<file path="config.mk">
export PLATFORM = sky130hd
export DESIGN_NAME = serial_nibble_loader
export DESIGN_NICKNAME = d
export VERILOG_FILES = /design/src/rtl/reg_stage_pkg.sv /design/src/rtl/serial_nibble_loader_bit_counter.sv /design/src/rtl/serial_nibble_loader.sv
export SDC_FILE = /design/constraint.sdc
export NUM_CORES = 1
export LEC_CHECK = 0
export CAP_MARGIN = 10
export CORE_MARGIN = 10
export CORE_UTILIZATION = 40
export CTS_CLUSTER_DIAMETER = 120
export DETAILED_ROUTE_END_ITERATION = 6
export PLACE_DENSITY = 0.7
export SLEW_MARGIN = 20
export SYNTH_ARGS = -nofsm -noshare
export SYNTH_HDL_FRONTEND = slang
export SYNTH_SLANG_ARGS = --single-unit
</file>
<file path="constraint.sdc">
create_clock -name clk -period 4.4 [get_ports clk]
set_input_delay 0.88 -clock clk [delete_from_list [all_inputs] [get_ports clk]]
set_output_delay 0.88 -clock clk [all_outputs]
set_load 0.01 [all_outputs]
</file>
<file path="src/rtl/reg_stage_pkg.sv">
// Shared definitions for the register-stage control blocks: FSM encodings and default width.
package reg_stage_pkg;

  localparam int WIDTH_DEF = 4;

  typedef enum logic [1:0] {
    ST_IDLE   = 2'd0,
    ST_SHIFT  = 2'd1,
    ST_COMMIT = 2'd2
  } state_e;

endpackage

</file>
<file path="src/rtl/serial_nibble_loader_bit_counter.sv">
// Accepted-bit counter: synchronous clear, count enable, and a flag raised on the
// enable that brings the count to WIDTH. Saturates at WIDTH.
module bit_counter #(
  parameter int WIDTH = 4
) (
  input  logic clk,
  input  logic clrn,
  input  logic clr_i,
  input  logic en_i,
  output logic tc_o
);

  localparam int CW = $clog2(WIDTH + 1);
  localparam logic [CW-1:0] CNT_LAST = CW'(WIDTH - 1);
  localparam logic [CW-1:0] CNT_FULL = CW'(WIDTH);

  logic [CW-1:0] cnt_q, cnt_d;

  always_comb begin
    cnt_d = cnt_q;
    if (clr_i) begin
      cnt_d = '0;
    end else if (en_i && (cnt_q != CNT_FULL)) begin
      cnt_d = cnt_q + CW'(1);
    end
  end

  always_ff @(posedge clk or negedge clrn) begin
    if (!clrn) begin
      cnt_q <= '0;
    end else begin
      cnt_q <= cnt_d;
    end
  end

  assign tc_o = en_i && !clr_i && (cnt_q == CNT_LAST);

endmodule

</file>
<file path="src/rtl/serial_nibble_loader.sv">
// Serial-to-parallel front end of the nibble register: frames WIDTH bits under
// valid/ready, then presents D_out with a one-cycle load/done strobe.
module serial_nibble_loader
  import reg_stage_pkg::*;
#(
  parameter int WIDTH     = WIDTH_DEF,
  parameter bit MSB_FIRST = 1'b1
) (
  input  logic             clk,
  input  logic             clrn,
  input  logic             start,
  input  logic             abort,
  input  logic             ser_valid,
  input  logic             ser_data,
  output logic             ser_ready,
  output logic [WIDTH-1:0] D_out,
  output logic             load,
  output logic             busy,
  output logic             done
);

  state_e           state_q;
  logic [WIDTH-1:0] sr_q, sr_d;
  logic             in_idle, in_shift, accept, cnt_clr, cnt_en, last_bit;

  assign in_idle  = (state_q == ST_IDLE);
  assign in_shift = (state_q == ST_SHIFT);
  assign accept   = in_shift && ser_valid;
  assign cnt_clr  = (in_idle && start) || (in_shift && abort);
  assign cnt_en   = accept && !abort;

  always_comb begin
    if (MSB_FIRST) begin
      sr_d = {sr_q[WIDTH-2:0], ser_data};
    end else begin
      sr_d = {ser_data, sr_q[WIDTH-1:1]};
    end
  end

  bit_counter #(.WIDTH(WIDTH)) u_bit_counter (
    .clk   (clk),
    .clrn  (clrn),
    .clr_i (cnt_clr),
    .en_i  (cnt_en),
    .tc_o  (last_bit)
  );

  // Abort is checked first so it wins over a final bit arriving in the same cycle.
  always_ff @(posedge clk or negedge clrn) begin
    if (!clrn) begin
      state_q <= ST_IDLE;
      sr_q    <= '0;
    end else begin
      case (state_q)
        ST_IDLE: begin
          if (start) begin
            state_q <= ST_SHIFT;
            sr_q    <= '0;
          end
        end
        ST_SHIFT: begin
          if (abort) begin
            state_q <= ST_IDLE;
            sr_q    <= '0;
          end else if (ser_valid) begin
            sr_q <= sr_d;
            if (last_bit) state_q <= ST_COMMIT;
          end
        end
        ST_COMMIT: state_q <= ST_IDLE;
        default:   state_q <= ST_IDLE;
      endcase
    end
  end

  assign ser_ready = in_shift;
  assign busy      = in_shift || (state_q == ST_COMMIT);
  assign load      = (state_q == ST_COMMIT);
  assign done      = (state_q == ST_COMMIT);
  assign D_out     = sr_q;

endmodule
</file>
==> flow_summary_export.csv, run 1 <==
group,metric,value,unit
run_status,run_status,"finished clean",
cts,clk-insertion-delay-late,260,ps
timing,whs,487,ps
final_layout,post_route_cells_drive_above_1_share,11.0,%
placed_design,dp_hpwl,994,um
final_layout,final_design_area_no_fill,746,sq um
timing,timing.final.max_slew_violations,0,
cts,clock_tree_from_tritoncts,"built",
logic_synthesis,synth_largest_area_cell,"dfrtp_1",
detailed_routing,detail_route.wl_per_cell,13.9,um
global_route,use_met3,5.66,%
power_and_ir_drop,power,371,uW
logic_synthesis,netlist-cell-type-count,19,
logic_synthesis,synthesis.area,578,sq um
worst_setup_path,timing.critical_path.fanout_max,5,
worst_setup_path,critPathTopFamily,"buffers and inverters",
timing,achievable-frequency,401,MHz
worst_setup_path,worst_setup_end_kind,"primary output",
cts,root_buffer,"clkbuf_4",
worst_setup_path,worstPathArrival,1610,ps
final_layout,finalNetCount,88,
cts,cts_setup_buffers,0,
timing,finalClockSkew,8.32,ps
cts,cts-hold-fix-buffers,0,
worst_setup_path,worstPathBufferInverterCount,2,
logic_synthesis,yosysMostFrequentCell,"nand2_1",
logic_synthesis,async_set_or_reset_register_ratio_after_synthesis,100,%
detailed_routing,postRouteWirelength,1.23,mm
floorplanning,design.die.area,3370,sq um
placed_design,placed_area,719,sq um
timing,layout_min_cycle_time,2490,ps
detailed_routing,first_iter_violations,11,
timing,total_negative_setup_slack,0,ps
timing,least_margin_pin_slew,446,ps
timing,relSlewSlack,70.2,%
power_and_ir_drop,leakage_power,0.361,nW
timing,report.final.hold_viol_count,0,
final_layout,post-route-util,55.9,%
floorplanning,design.portCount,14,
timing,report.final.setup_viol,0,
global_route,antenna_found_initial,0,
timing,grt_setup_unrepaired,"no",
logic_synthesis,synth.top_cells.by_area,"dfrtp_1 (39%), ha_1 (17%), nand2_1 (7.1%)",
floorplanning,initial_utilization,43.3,%
global_route,grt_first_pass_wirelength,2.07,mm
power_and_ir_drop,worst_ir_drop_on_vdd,243,uV
timing,period_utilization_post_route,56.7,%
global_route,grt_use_met2,12.1,%
detailed_routing,detail-route-antenna-nets,0,
logic_synthesis,synthDominantCellAreaShare,39.0,%
worst_setup_path,critical_path.slowest_cell,"clkdlybuf4s50_1",
final_layout,antenna_cells_inserted,0,
logic_synthesis,synth-main-ff-cell,"dfrtp_1",
worst_setup_path,worstRegToRegCells,6,
cts,cts-htree-levels,1,
logic_synthesis,synth_sequential_area_ratio,39.0,%
placed_design,gp_routability_congestion,0.738,
global_route,gr-max-usage-layer,"met2",
worst_hold_path,hold_path_class,"reg2reg",
cts,post_cts_resized,0,
cts,cts_buffers,3,
logic_synthesis,ys_seq_elements,9,
detailed_routing,viasPerCell,5.20,
floorplanning,die_height,58.0,um
global_route,grt_util_met1,8.36,%
global_route,grt_max_degree,10,
cts,clk_pin_slew,70,ps
worst_setup_path,timing.critical_path.cells,"inv_1 > ha_1 > clkdlybuf4s50_1",
floorplanning,row_count,13,
placed_design,port_buffers,13,
job,max-cap-violations,0,
cts,sinks_on_the_clock_net,9,
detailed_routing,post-route-drc-count,0,
logic_synthesis,ys.warnings.count,0,
global_route,grt_pass1_vias,430,
cts,clk_path_buf_depth,2,
detailed_routing,drt_first_pass_iters,2,
logic_synthesis,avgSynthCellArea,10.1,sq um
worst_hold_path,worstHoldPathCells,2,
logic_synthesis,synth.cells.most_frequent,"nand2_1 (11), dfrtp_1 (9), ha_1 (8)",
floorplanning,core,1330,sq um
worst_setup_path,worst_path_largest_cell_delay,570,ps
detailed_routing,vias,458,
power_and_ir_drop,power_per_cell_area,497,nW/um^2
global_route,grt_overflow_total,0,
logic_synthesis,syn_inst,57,
logic_synthesis,number_of_synthesized_flops_with_an_enable_pin,0,
global_route,grtUsageTotal,7.83,%
worst_setup_path,worstSetupPathDepth,3,
worst_setup_path,timing_worst_setup_path_type,"reg2out",
worst_setup_path,worst_ep_required_time,3520,ps
worst_setup_path,launching_element_type_of_the_critical_path,"register",
final_layout,area_growth_from_synthesis_to_layout,29.0,%
floorplanning,die_width,58.0,um
logic_synthesis,synth_fp_nets,71,
[where the power goes]
part	leakage, nW	switching, mW	internal (mW)	total (mW)
Sequential	0.122	0.0154	0.102	0.117
Combinational	0.224	0.0963	0.0910	0.187
Clock	0.0150	0.0312	0.0350	0.0662
Total	0.361	0.143	0.228	0.371
[stage by stage]
| step | worst slack [ps] | std cells |
|---|---|---|
| after floorplan | 2530 | 57 |
| after global placement | 2010 | 84 |
| after detailed placement | 2000 | 84 |
| after CTS | 1890 | 88 |
| after global routing | 1820 | 88 |
| final | 1910 | 88 |
[final cells by class]
class	instances	area [sq um]
Clock buffer	4	26.3
Inverter	6	22.5
Timing Repair Buffer	13	130
Tap cell	15	18.8
Sequential cell	9	225
Multi-Input combinational cell	41	323
Fill cell	126	588
[metal layers]
| metal | vias up | wire length [um] |
|---|---|---|
| met5 | - | 0 |
| met1 | 218 | 503 |
| li1 | 226 | - |
| met3 | 2 | 141 |
| met4 | 0 | 8 |
| met2 | 12 | 572 |
[kinds of logic (layout without fill, tap and decap cells)]
| group | after synthesis | after routing | synth area share (%) |
|---|---|---|---|
| muxes | 2 | 2 | 4.33 |
| adders and majority gates | 8 | 8 | 17.3 |
| DFF | 9 | 9 | 39.0 |
| buffers and inverters | 7 | 23 | 5.20 |
| AOI/OAI and AO/OA | 6 | 6 | 11.9 |
| and+or+nand+nor | 24 | 24 | 20.8 |
| xor gates and xnor gates | 1 | 1 | 1.52 |
[placed cells by master (no fill, tap or decap)]
master / synthesis / layout
nand2b_1: 3 / 3
nand2_1: 11 / 11
nand3_1: 5 / 5
nor2_1: 3 / 3
xnor2_1: 1 / 1
clkbuf_1: 0 / 1
o2bb2ai_1: 1 / 1
nor3_4: 1 / 1
a211oi_1: 1 / 1
ha_1: 8 / 8
mux2i_1: 1 / 1
and2b_1: 1 / 1
o221ai_1: 1 / 1
a22o_4: 1 / 1
mux2_4: 1 / 1
clkbuf_4: 0 / 3
o221a_2: 1 / 1
dfrtp_1: 9 / 9
o221ai_2: 1 / 1
inv_1: 6 / 6
clkdlybuf4s50_1: 0 / 13
[state kept, by name, summed over array words and instances (netlist names)]
| name | flops |
|---|---|
| D_out | 4 |
| state_q | 2 |
| u_bit_counter.cnt_q | 3 |
[worst paths after layout]
check	endpoint	slack (ps)	from
max in group asynchronous	u_bit_counter.cnt_q[1]	3160	clrn
worst max-delay path	ser_ready	1910	state_q[1]
worst min-delay path	D_out[3]	490	D_out[3]
min in group asynchronous	D_out[0]	920	clrn
worst max register to register	state_q[0]	2610	state_q[0]
worst min register to register	D_out[3]	490	D_out[3]
[worst reg2reg max path, stage by stage, from the launching register on]
cell and delay, ps:
dfrtp_1 410, inv_1 100, ha_1 260, a22o_4 260
nor3_4 200, o221ai_2 140, mux2_4 310
Note: power is estimated with default switching activity, not from simulation.
==> run 2, diff against run 1 <==
==> constraint.sdc (replaced) <==
create_clock -name clk -period 2.4 [get_ports clk]
set_input_delay 0.48 -clock clk [delete_from_list [all_inputs] [get_ports clk]]
set_output_delay 0.48 -clock clk [all_outputs]
set_load 0.01 [all_outputs]
==> run 2 against run 1 <==
Global-route usage decreased by 0.43 points. Die area is the same. Sequential cell count stayed put. Combinational power up 83%. Utilization stayed put. Cell count unchanged. Critical path depth unchanged. Routed wire length fell by 3.2%. Worst setup slack got worse by 1600 ps.
==> flow_summary_export.csv, run 2 (synthesis gave the netlist of run 1 again) <==
group,metric,value,unit
run_status,run_status,"finished clean",
power_and_ir_drop,power_per_cell_area,908,nW/um^2
timing,whs,471,ps
detailed_routing,viasPerCell,5.00,
detailed_routing,first_iter_violations,3,
cts,root_buffer,"clkbuf_4",
worst_setup_path,worstPathArrival,1650,ps
final_layout,instances_no_fill,88,
placed_design,port_buffers,13,
cts,cts_setup_buffers,0,
cts,clk-insertion-delay-late,260,ps
final_layout,antenna_cells_inserted,0,
detailed_routing,detail-route-antenna-nets,0,
floorplanning,core,1330,sq um
detailed_routing,detail_route.wl_per_cell,13.5,um
final_layout,mostFrequentLayoutCells,"clkdlybuf4s50_1 (13), nand2_1 (11), dfrtp_1 (9)",
placed_design,numPlacedInstances,84,
power_and_ir_drop,leakage_power,0.361,nW
final_layout,area_growth_from_synthesis_to_layout,29.0,%
cts,sinks_on_the_clock_net,9,
final_layout,finalNetCount,88,
worst_setup_path,worst_setup_end_kind,"primary output",
timing,least_margin_pin_slew,444,ps
placed_design,gp_routability_congestion,0.738,
worst_setup_path,worst_ep_required_time,1920,ps
detailed_routing,vias,440,
power_and_ir_drop,worst_ir_drop_on_vdd,465,uV
global_route,grt_first_pass_wirelength,2.01,mm
worst_setup_path,timing.critical_path.fanout_max,5,
floorplanning,die_height,58.0,um
global_route,antenna_found_initial,0,
timing,finalClockSkew,7.43,ps
final_layout,post_route_cells_drive_above_1_share,11.0,%
worst_setup_path,launching_element_type_of_the_critical_path,"register",
global_route,grt_max_degree,10,
cts,clk_pin_slew,70,ps
detailed_routing,postRouteWirelength,1.19,mm
cts,clock_tree_from_tritoncts,"built",
final_layout,seqCellArea,225,sq um
final_layout,post-route-util,55.9,%
worst_hold_path,worstHoldPathCells,2,
detailed_routing,post-route-drc-count,0,
global_route,grt_overflow_total,0,
worst_setup_path,timing_worst_setup_path_type,"reg2out",
cts,cts_buffers,3,
job,max-cap-violations,0,
timing,relSlewSlack,70.3,%
timing,report.final.hold_viol_count,0,
timing,grt_setup_unrepaired,"no",
floorplanning,design.die.area,3370,sq um
placed_design,detailedPlace.worstSlack,393,ps
floorplanning,design.portCount,14,
floorplanning,initial_utilization,43.3,%
timing,timing.final.max_slew_violations,0,
detailed_routing,drt_first_pass_iters,2,
cts,clk_path_buf_depth,2,
global_route,grt_pass1_vias,438,
final_layout,largest_register_ff_count,4,
final_layout,fillers,118,
timing,report.final.setup_viol,0,
cts,cts-htree-levels,1,
global_route,grtUsageTotal,7.40,%
final_layout,multiInputGateArea,323,sq um
floorplanning,row_count,13,
timing,layout_min_cycle_time,2130,ps
final_layout,layout.cells.most_common,"clkdlybuf4s50_1",
timing,period_utilization_post_route,88.9,%
cts,cts-hold-fix-buffers,0,
worst_hold_path,hold_path_class,"reg2reg",
worst_setup_path,worstRegToRegCells,6,
timing,total_negative_setup_slack,0,ps
floorplanning,die_width,58.0,um
timing,achievable-frequency,469,MHz
placed_design,dp_hpwl,962,um
cts,post_cts_resized,0,
timing,worst_slack,267,ps
==> run 2: cell counts in the layout (fill, tap and decap cells not counted) <==
Identical to the previous run, type by type.
==> run 2: worst paths after layout <==
kind	start	endpoint	slack (ps)
max in group asynchronous	clrn	D_out[2]	1560
setup / recovery	state_q[1]	ser_ready	270
min in group asynchronous	clrn	D_out[0]	530
hold / removal	D_out[3]	D_out[3]	470
setup reg to reg	state_q[1]	state_q[0]	610
hold reg to reg	D_out[3]	D_out[3]	470
==> run 2: layer usage <==
metal / routed length [um] / GRT usage [%]
met5: 0 / 0
met3: 104 / 3.27
met4: 10 / 3.02
met1: 534 / 8.38
met2: 537 / 11.8
==> run 2: final cells by class <==
cell class,instances,area share (%)
tap,15,2.52
timing repair buffer,13,17.4
inverter,6,3.02
multi-input combinational,41,43.3
clock buffer,4,3.52
sequential,9,30.2
==> run 2: critical path, stage by stage (launching register included) <==
cell	delay (ps)
dfrtp_1	410
inv_1	130
ha_1	280
clkdlybuf4s50_1	580
==> run 2: stage by stage <==
stage,power (mW),cell area (sq um)
6_report,0.677,746
5_1_grt,0.733,746
4_1_cts,0.688,746
3_5_place_dp,0.562,719
3_3_place_gp,0.558,719
2_1_floorplan,0.449,578
==> run 2: power breakdown <==
part | internal [mW] | total, mW | leakage (nW) | switching [mW]
Sequential | 0.187 | 0.214 | 0.122 | 0.0270
Clock | 0.0641 | 0.121 | 0.0150 | 0.0565
Combinational | 0.168 | 0.343 | 0.224 | 0.175
Total | 0.419 | 0.677 | 0.361 | 0.258
